**src/rtl/uart_rx_ext.sv**
```systemverilog
// uart_rx_ext: UART receiver with configurable payload width, parity and stop
// bits, and a one-word holding register with a valid/ready handshake.
// Optional build macro UART_RX_MAJORITY_EN: each bit decision becomes a 2-of-3
// vote around mid-bit. The vote completes one clock later than the
// single-sample decision.
module uart_rx_ext #(
    parameter int CLK_FRE   = 50_000_000,
    parameter int BAUD_RATE = 115200,
    parameter int DATA_BITS = 8,
    parameter int PARITY    = 0,
    parameter int STOP_BITS = 1
) (
    input  logic                 clk,
    input  logic                 rst,
    input  logic                 rx_pin,
    input  logic                 rx_data_ready,
    output logic                 rx_data_valid,
    output logic [DATA_BITS-1:0] rx_data,
    output logic                 parity_err,
    output logic                 frame_err,
    output logic                 overrun_err
);

    localparam int CNT_MAX = CLK_FRE / BAUD_RATE;
    localparam int CNT_W   = $clog2(CNT_MAX + 1);
    localparam int IDX_W   = $clog2(DATA_BITS);
    localparam int HALF    = CNT_MAX / 2;
`ifdef UART_RX_MAJORITY_EN
    localparam int SAMPLE_AT = HALF + 1;
`else
    localparam int SAMPLE_AT = HALF;
`endif
    localparam logic [CNT_W-1:0] SAMPLE_CNT = CNT_W'(SAMPLE_AT);
    localparam logic [CNT_W-1:0] CNT_LAST   = CNT_W'(CNT_MAX - 1);
    localparam logic [IDX_W-1:0] IDX_LAST   = IDX_W'(DATA_BITS - 1);
    localparam bit               PAR_EN     = (PARITY != 0);
    localparam bit               TWO_STOP   = (STOP_BITS == 2);

    typedef enum logic [2:0] {
        IDLE  = 3'd0,
        START = 3'd1,
        DATA  = 3'd2,
        PAR   = 3'd3,
        STOP  = 3'd4
    } state_t;

    state_t               state, next_state;
    logic                 rx_q1, rx_q2, rx_q3;
    logic                 rx_fall;
    logic                 bit_val;
    logic [CNT_W-1:0]     cnt;
    logic [IDX_W-1:0]     bit_idx;
    logic                 stop_idx;
    logic                 stop_last;
    logic [DATA_BITS-1:0] shift;
    logic                 par_bit;
    logic                 par_exp;
    logic                 ferr_cap;
    logic                 sample_tick;
    logic                 bit_end;
    logic                 frame_done;

    // Synchronize the asynchronous line and keep one extra stage for edge detection.
    // NOTE: clocked blocks use non-blocking assignments so every flop samples pre-edge values.
    always_ff @(posedge clk) begin
        if (rst) begin
            rx_q1 <= 1'b1;
            rx_q2 <= 1'b1;
            rx_q3 <= 1'b1;
        end else begin
            rx_q1 <= rx_pin;
            rx_q2 <= rx_q1;
            rx_q3 <= rx_q2;
        end
    end

    assign rx_fall = rx_q3 & ~rx_q2;

`ifdef UART_RX_MAJORITY_EN
    logic [1:0] rx_hist;

    // Keep the two previous synchronized samples so the vote sees three consecutive clocks.
    always_ff @(posedge clk) begin
        if (rst) rx_hist <= 2'b11;
        else     rx_hist <= {rx_hist[0], rx_q2};
    end

    assign bit_val = (rx_hist[1] & rx_hist[0]) | (rx_hist[1] & rx_q2) | (rx_hist[0] & rx_q2);
`else
    assign bit_val = rx_q2;
`endif

    assign sample_tick = (cnt == SAMPLE_CNT);
    assign bit_end     = (cnt == CNT_LAST);
    assign stop_last   = TWO_STOP ? stop_idx : 1'b1;
    assign par_exp     = (PARITY == 1) ? ~(^shift) : (^shift);

    // State register.
    always_ff @(posedge clk) begin
        if (rst) state <= IDLE;
        else     state <= next_state;
    end

    // Next-state decode; frame_done marks the final stop-bit decision.
    // NOTE: every output of this block gets a default first, so no path can infer a latch.
    always_comb begin
        next_state = state;
        frame_done = 1'b0;
        case (state)
            IDLE:  if (rx_fall) next_state = START;
            START: begin
                if (sample_tick && bit_val) next_state = IDLE;
                else if (bit_end)           next_state = DATA;
            end
            DATA:  if (bit_end && bit_idx == IDX_LAST) next_state = PAR_EN ? PAR : STOP;
            PAR:   if (bit_end) next_state = STOP;
            STOP: begin
                if (sample_tick && stop_last) begin
                    frame_done = 1'b1;
                    next_state = IDLE;
                end
            end
            default: next_state = IDLE;
        endcase
    end

    // Bit timing, bit position tracking and capture of data, parity and stop samples.
    always_ff @(posedge clk) begin
        if (rst) begin
            cnt      <= '0;
            bit_idx  <= '0;
            stop_idx <= 1'b0;
            shift    <= '0;
            par_bit  <= 1'b0;
            ferr_cap <= 1'b0;
        end else begin
            if (state == IDLE || next_state == IDLE) cnt <= '0;
            else if (bit_end)                         cnt <= '0;
            else                                      cnt <= cnt + CNT_W'(1);

            if (state != DATA)  bit_idx <= '0;
            else if (bit_end)   bit_idx <= bit_idx + IDX_W'(1);

            if (state != STOP)  stop_idx <= 1'b0;
            else if (bit_end)   stop_idx <= 1'b1;

            if (state == DATA && sample_tick) shift[bit_idx] <= bit_val;
            if (state == PAR && sample_tick)  par_bit <= bit_val;

            if (state == IDLE)                            ferr_cap <= 1'b0;
            else if (state == STOP && sample_tick && !bit_val) ferr_cap <= 1'b1;
        end
    end

    // Holding register: load on a completed frame unless an unread word would be overwritten.
    always_ff @(posedge clk) begin
        if (rst) begin
            rx_data_valid <= 1'b0;
            rx_data       <= '0;
            parity_err    <= 1'b0;
            frame_err     <= 1'b0;
            overrun_err   <= 1'b0;
        end else begin
            overrun_err <= 1'b0;
            if (frame_done) begin
                if (!rx_data_valid || rx_data_ready) begin
                    rx_data_valid <= 1'b1;
                    rx_data       <= shift;
                    parity_err    <= PAR_EN && (par_bit != par_exp);
                    frame_err     <= ferr_cap | ~bit_val;
                end else begin
                    overrun_err <= 1'b1;
                end
            end else if (rx_data_valid && rx_data_ready) begin
                rx_data_valid <= 1'b0;
            end
        end
    end

endmodule

```
**config.mk**
```make
export PLATFORM = sky130hd
export DESIGN_NAME = uart_rx_ext
export DESIGN_NICKNAME = d
export VERILOG_FILES = /design/src/rtl/uart_rx_ext.sv
export SDC_FILE = /design/constraint.sdc
export NUM_CORES = 1
export LEC_CHECK = 0
export ABC_AREA = 0
export ABC_CLOCK_PERIOD_IN_PS = 2850
export BUFFER_PORTS_ARGS = -buffer_cell sky130_fd_sc_hd__buf_2
export CAP_MARGIN = 20
export CORE_MARGIN = 1.5
export CORE_UTILIZATION = 50
export CTS_CLUSTER_SIZE = 30
export DETAILED_ROUTE_END_ITERATION = 6
export GPL_ROUTABILITY_DRIVEN = 0
export HOLD_SLACK_MARGIN = 0.15
export PLACE_DENSITY = 0.71
export SLEW_MARGIN = 20
export SYNTH_ARGS = -nofsm -noshare
export SYNTH_HDL_FRONTEND = slang
export SYNTH_SLANG_ARGS = --single-unit
```
**constraint.sdc**
```tcl
create_clock -name clk -period 2.85 [get_ports clk]
set_clock_uncertainty 0.05 [all_clocks]
set_input_delay 0 -clock clk [delete_from_list [all_inputs] [get_ports clk]]
set_output_delay 0 -clock clk [all_outputs]
set_load 0.05 [all_outputs]
```
---- Word-level counts from Yosys, hierarchy flattened ----
Index checks and enable logic that the tools add are counted.
cells by class
  order comparisons ....................... 2
  bitwise gates (word level) .............. 4
  eq/ne operators ......................... 9
  reductions and logical operators ........ 20
  add/sub/neg operators ................... 2
  muxes and demuxes ....................... 16
operators by type and width
  operator                                                                             count
  3-bit two-way mux                                                                    6
  3-bit case mux with 5 select lines                                                   1
  9-bit by 1-bit adder with 9-bit output, second input constant                        1
  9-bit by 8-bit == test with 1-bit output, second input constant                      1
  9-bit == test, second input constant                                                 1
  8-bit bitwise mux                                                                    1
  1-bit logical AND                                                                    7
  1-bit two-way mux                                                                    7
  3-bit by 2-bit == test with 1-bit output, second input constant                      2
  3-bit == test, second input constant                                                 2
  3-bit logical NOT                                                                    2
  2-bit OR reduction                                                                   3
  3-bit by 4-bit less-than comparator with 1-bit output, second input constant         1
  2-bit AND reduction                                                                  2
  3-bit by 1-bit adder with 3-bit output, second input constant                        1
  1-bit demux with 3-bit select                                                        1
  3-bit by 1-bit == test with 1-bit output, second input constant                      1
  3-bit by 1-bit greater-or-equal comparator with 1-bit output, second input constant  1
  3-bit by 2-bit inequality test with 1-bit output, second input constant              1
  3-bit OR reduction                                                                   1
  1-bit logical NOT                                                                    2
  1-bit logical OR                                                                     2
  2-bit by 1-bit inequality test with 1-bit output, second input constant              1
  1-bit inverter                                                                       2
  3 further kinds                                                                      3
word-level totals
  bits of input ports ..................... 4
  flip-flop bits (word level) ............. 38
  word-level logic and storage cells ...... 65
  output and inout bits ................... 12

---- Longest topological paths before layout ----
  word-level depth ........................ 7
  depth in mapped cells ................... 8
  depth with buffers taken out ............ 6

---- Worst setup path after synthesis ----
OpenSTA, ideal clock, no wires.
  path kind ............................... register -> register
  start ................................... register cnt[0]
  end ..................................... register cnt[2]
  path buffers ............................ 1
  period minus slack after synthesis ...... 1610 ps
  slack ................................... 1240 ps
  stages on the path, launching flop included .. 7
  library setup time ...................... 135 ps
  data required time ...................... 2665 ps
  data arrival time ....................... 1425 ps
  cells stage by stage .................... dfxtp_1 ha_1 and4b_1 buf_6 a21boi_2 o31ai_2 nor2_1
between the ends
  word-level cells in the longest chain between the ends .. 7
  elaborated cells between the ends (all ways) .. 14
  those cells by class .................... add/sub (1); eq/ne (2); mux (6); reduce/logical (5)
RTL lines
  what                                                                       RTL line  text
  start, declared                                                            51        logic [CNT_W-1:0] cnt;
  start signal, assigned                                                     139       else cnt <= cnt + CNT_W'(1);
  9-bit == test or 9-bit by 8-bit == test with 1-bit output (tied branches)  94, 93
  3-bit two-way mux, or another cell as far along                            113       else if (bit_end) next_state = DATA;
  3-bit two-way mux (on tied branches)                                       112, 115
  3-bit case mux with 5 select lines                                         109       case (state)
  3-bit logical NOT                                                          137       if (state == IDLE || next_state == IDLE) cnt <= '0;
  1-bit logical OR                                                           137
  3-bit OR reduction (no line)                                               --
Parallel ways exist; a longest one is shown, timed or not.
A chain may end at the register's enable or synchronous reset.

---- Worst setup path in the final report ----
  start ................................... register cnt[0]
  end ..................................... register overrun_err
between the ends
  word-level cells in the longest chain between the ends .. 5
RTL lines
  what                                      RTL line  text
  9-bit by 8-bit == test with 1-bit output  93        assign sample_tick = (cnt == SAMPLE_CNT);
  1-bit two-way mux                         118       if (sample_tick && stop_last) begin
  1-bit two-way mux                         109
  1-bit inverter (no line)                  --
  2-bit OR reduction (no line)              --
  end signal, assigned                      162       overrun_err <= 1'b0;
  end signal, assigned                      164       overrun_err <= 1'b0;
  end signal, assigned                      172       overrun_err <= 1'b1;
  end, declared                             21        output logic overrun_err
No other way between the ends.

==> run metrics <==
status finished, final reports clean; Leakage slightly below 0.8 nW; Ports 16; crit path max fanout 15; clk slew on worst S/H paths approximately 110 ps; n_diodes 0; Seq cells post-synth 38; # rows 21; largest net degree at the start of global routing 30; Req. time, crit path 3110 ps; Finish-stage setup viols 0; layout cell share with drive strength beyond 1 between 10% and 20%; Mapped Avg Cell Area 9.467 sq um; Net Sw Power ~0.19 mW; drt drc 0; buffers and inverters on the worst path 1; final instance area ~1900 sq um; fmax around 0.45 GHz; TritonCTS Buffers 5; Largest stage delay, worst path roughly 570 ps; antenna-violating nets left 0; CTS Buffer Depth 2; Final Power approximately 0.94 mW; Placed Area about 1800 sq um; Filler Cell Count 307; Initial Util between 50% and 60%; area of the mapped netlist 1704 sq um; DP Cell Count approximately 230; Max VDD drop 0.3032 mV; commonest non-fill, non-tap cell in the layout dfxtp_1; Least-Margin Pin Slew around 600 ps; Logic pwr share about 2.7%; DRT Pass-1 Iters 5; critical path arrival roughly 2500 ps; fraction of registers with async set/reset 0%; Crit Path Class flop to flop; Clock Latency Late Sink about 350 ps; routed vias 1307; sequential area share after synthesis 44.64%; Pwr Density between 400 and 500 nW/um^2; Sw Share around a fifth; Max-cap violations 0; post-synthesis cell count 180; startpoint types flop; Total Routed Length a little over 3 mm; Non-Filler Instances 240; unrepaired setup endpoints after global routing no; Final HPWL DP about 2.2 mm; Yosys warnings 0; CTS Root Cell clkbuf_4; Final Hold Viols 0; Die Wd 61.38 microns; number of enable flip-flop cells after synthesis 0; post-CTS repair timing setup buffer count 0; Setup WS pre-CTS 704.1 ps; WL/cell 13.00 microns; total grt overflow 0; delay-heaviest family, CP simple AND/OR/NAND/NOR gates; die area 3768 sq um; Die H around 60 microns; crit end category flop; post-layout util between 50% and 60%; relative slew slack around 61%; Fin Setup TNS 0 ps; commonest non-fill, non-tap cells in the layout dfxtp_1 (38), nor2_1 (31), mux2i_1 (16), buf_2 (14), nand4_1 (10); Initial DRC Count 68; sequential power share between 50% and 60%; worst hold path class primary input to flop; Via-to-Cell Ratio approximately 5.4; final hold slack between 300 and 400 ps; vias in the first global route 1179; H-tree depth 2; crit path cell chain ha_1 > and4b_1 > nand3_1 > nor3_1 > dlygate4sd3_1; Post-synth top flop dfxtp_1; Final WS setup between 600 and 700 ps; GRT Total Usage between 10% and 20%; Clk pwr share approximately two fifths; Tcrit/Tclk final between 70% and 80%; PortBufs 14; Core ar. 3311 sq um; first-pass GRT wire length 5.175 mm; critical path's slowest cell and4b_1; CTS tree built; Pins Over Slew Limit 0; clk sinks 38; Int Power around 0.75 mW; layout net count approximately 200; Area Growth Syn to Fin 10.72%; Syn Nets roughly 190; count of cell types in the netlist a little over 40; Tmin final ~2200 ps; initial antenna violation count 0
cells in the mapped netlist (3+ instances only):
| cell | n | area, sq um |
|---|---|---|
| buf_4 | 3 | 22.52 |
| or2_2 | 3 | 18.77 |
| nor2b_1 | 3 | 18.77 |
| nor3_1 | 5 | 25.02 |
| mux2i_1 | 16 | 160.2 |
| nand2_1 | 7 | 26.28 |
| nand4_1 | 10 | 62.56 |
| ha_1 | 4 | 50.05 |
| nand3_1 | 5 | 25.02 |
| a21oi_1 | 5 | 25.02 |
| xnor2_1 | 6 | 52.55 |
| nor2_1 | 31 | 116.4 |
| clkbuf_1 | 5 | 18.77 |
| dfxtp_1 | 38 | 760.7 |
| inv_1 | 3 | 11.26 |
final cells by class:
cell class              count  area (sq um)  area share (%)
inverters                   3         11.26          0.5968
flip-flops and latches     38         760.7           40.32
well taps                  46         57.56           3.050
clock inverters             1         30.03           1.592
clock buffers               6         51.30           2.719
multi-input cells         127         858.3           45.49
repair buffers             19         117.6           6.233
power groups by stage:
| stage | Combinational (mW) | Clock [mW] | Sequential, mW |
|---|---|---|---|
| 2_1_floorplan | 0.0221 | 0 | 0.546 |
| 3_3_place_gp | 0.0216 | 0 | 0.550 |
| 3_5_place_dp | 0.0225 | 0 | 0.550 |
| 4_1_cts | 0.0259 | 0.376 | 0.538 |
| 5_1_grt | 0.0286 | 0.407 | 0.539 |
| 6_report | 0.0257 | 0.376 | 0.538 |
worst min-delay path, stage by stage:
cell	delay (ps)
dlygate4sd3_1	520
buf_2	90
or2_2	80
final timing paths:
kind                from     endpoint  slack, ps  cells after the start
setup reg to reg  cnt[0]  overrun_err        610                      5
hold / removal    rx_pin        rx_q1        310                      3
setup / recovery  cnt[0]  overrun_err        610                      5
hold reg to reg    rx_q1      bit_val        380                      1
routing by layer:
metal / track usage [%] / part of all wire (%)
met3: 4.412 / 4.8
met4: 9.119 / 1.7
met2: 32.22 / 50
met1: 22.28 / 44
met5: 0 / 0
cell families after synthesis:
| group | Yosys count | share of synthesized area (%) |
|---|---|---|
| xor gates and xnor gates | 8 | 4.112 |
| AOI/OAI and AO/OA | 16 | 7.562 |
| DFF | 38 | 44.64 |
| buffers and inverters | 15 | 4.993 |
| other | 1 | 0.2201 |
| and+or+nand+nor | 82 | 26.14 |
| muxes | 16 | 9.398 |
| adders and majority gates | 4 | 2.937 |
repair_timing:
action,4_1_cts,5_1_grt
hold buffers,4,0
hold endpoints to repair,22,0
resized for setup,0,0
flip-flops by register name (all words and copies together) (netlist names):
register       count
shift              8
rx_q1              1
state              3
bit_idx            3
rx_data_valid      1
rx_data            8
rx_q3              1
frame_err          1
ferr_cap           1
bit_val            1
cnt                9
overrun_err        1
(Power assumes the default switching activity.)
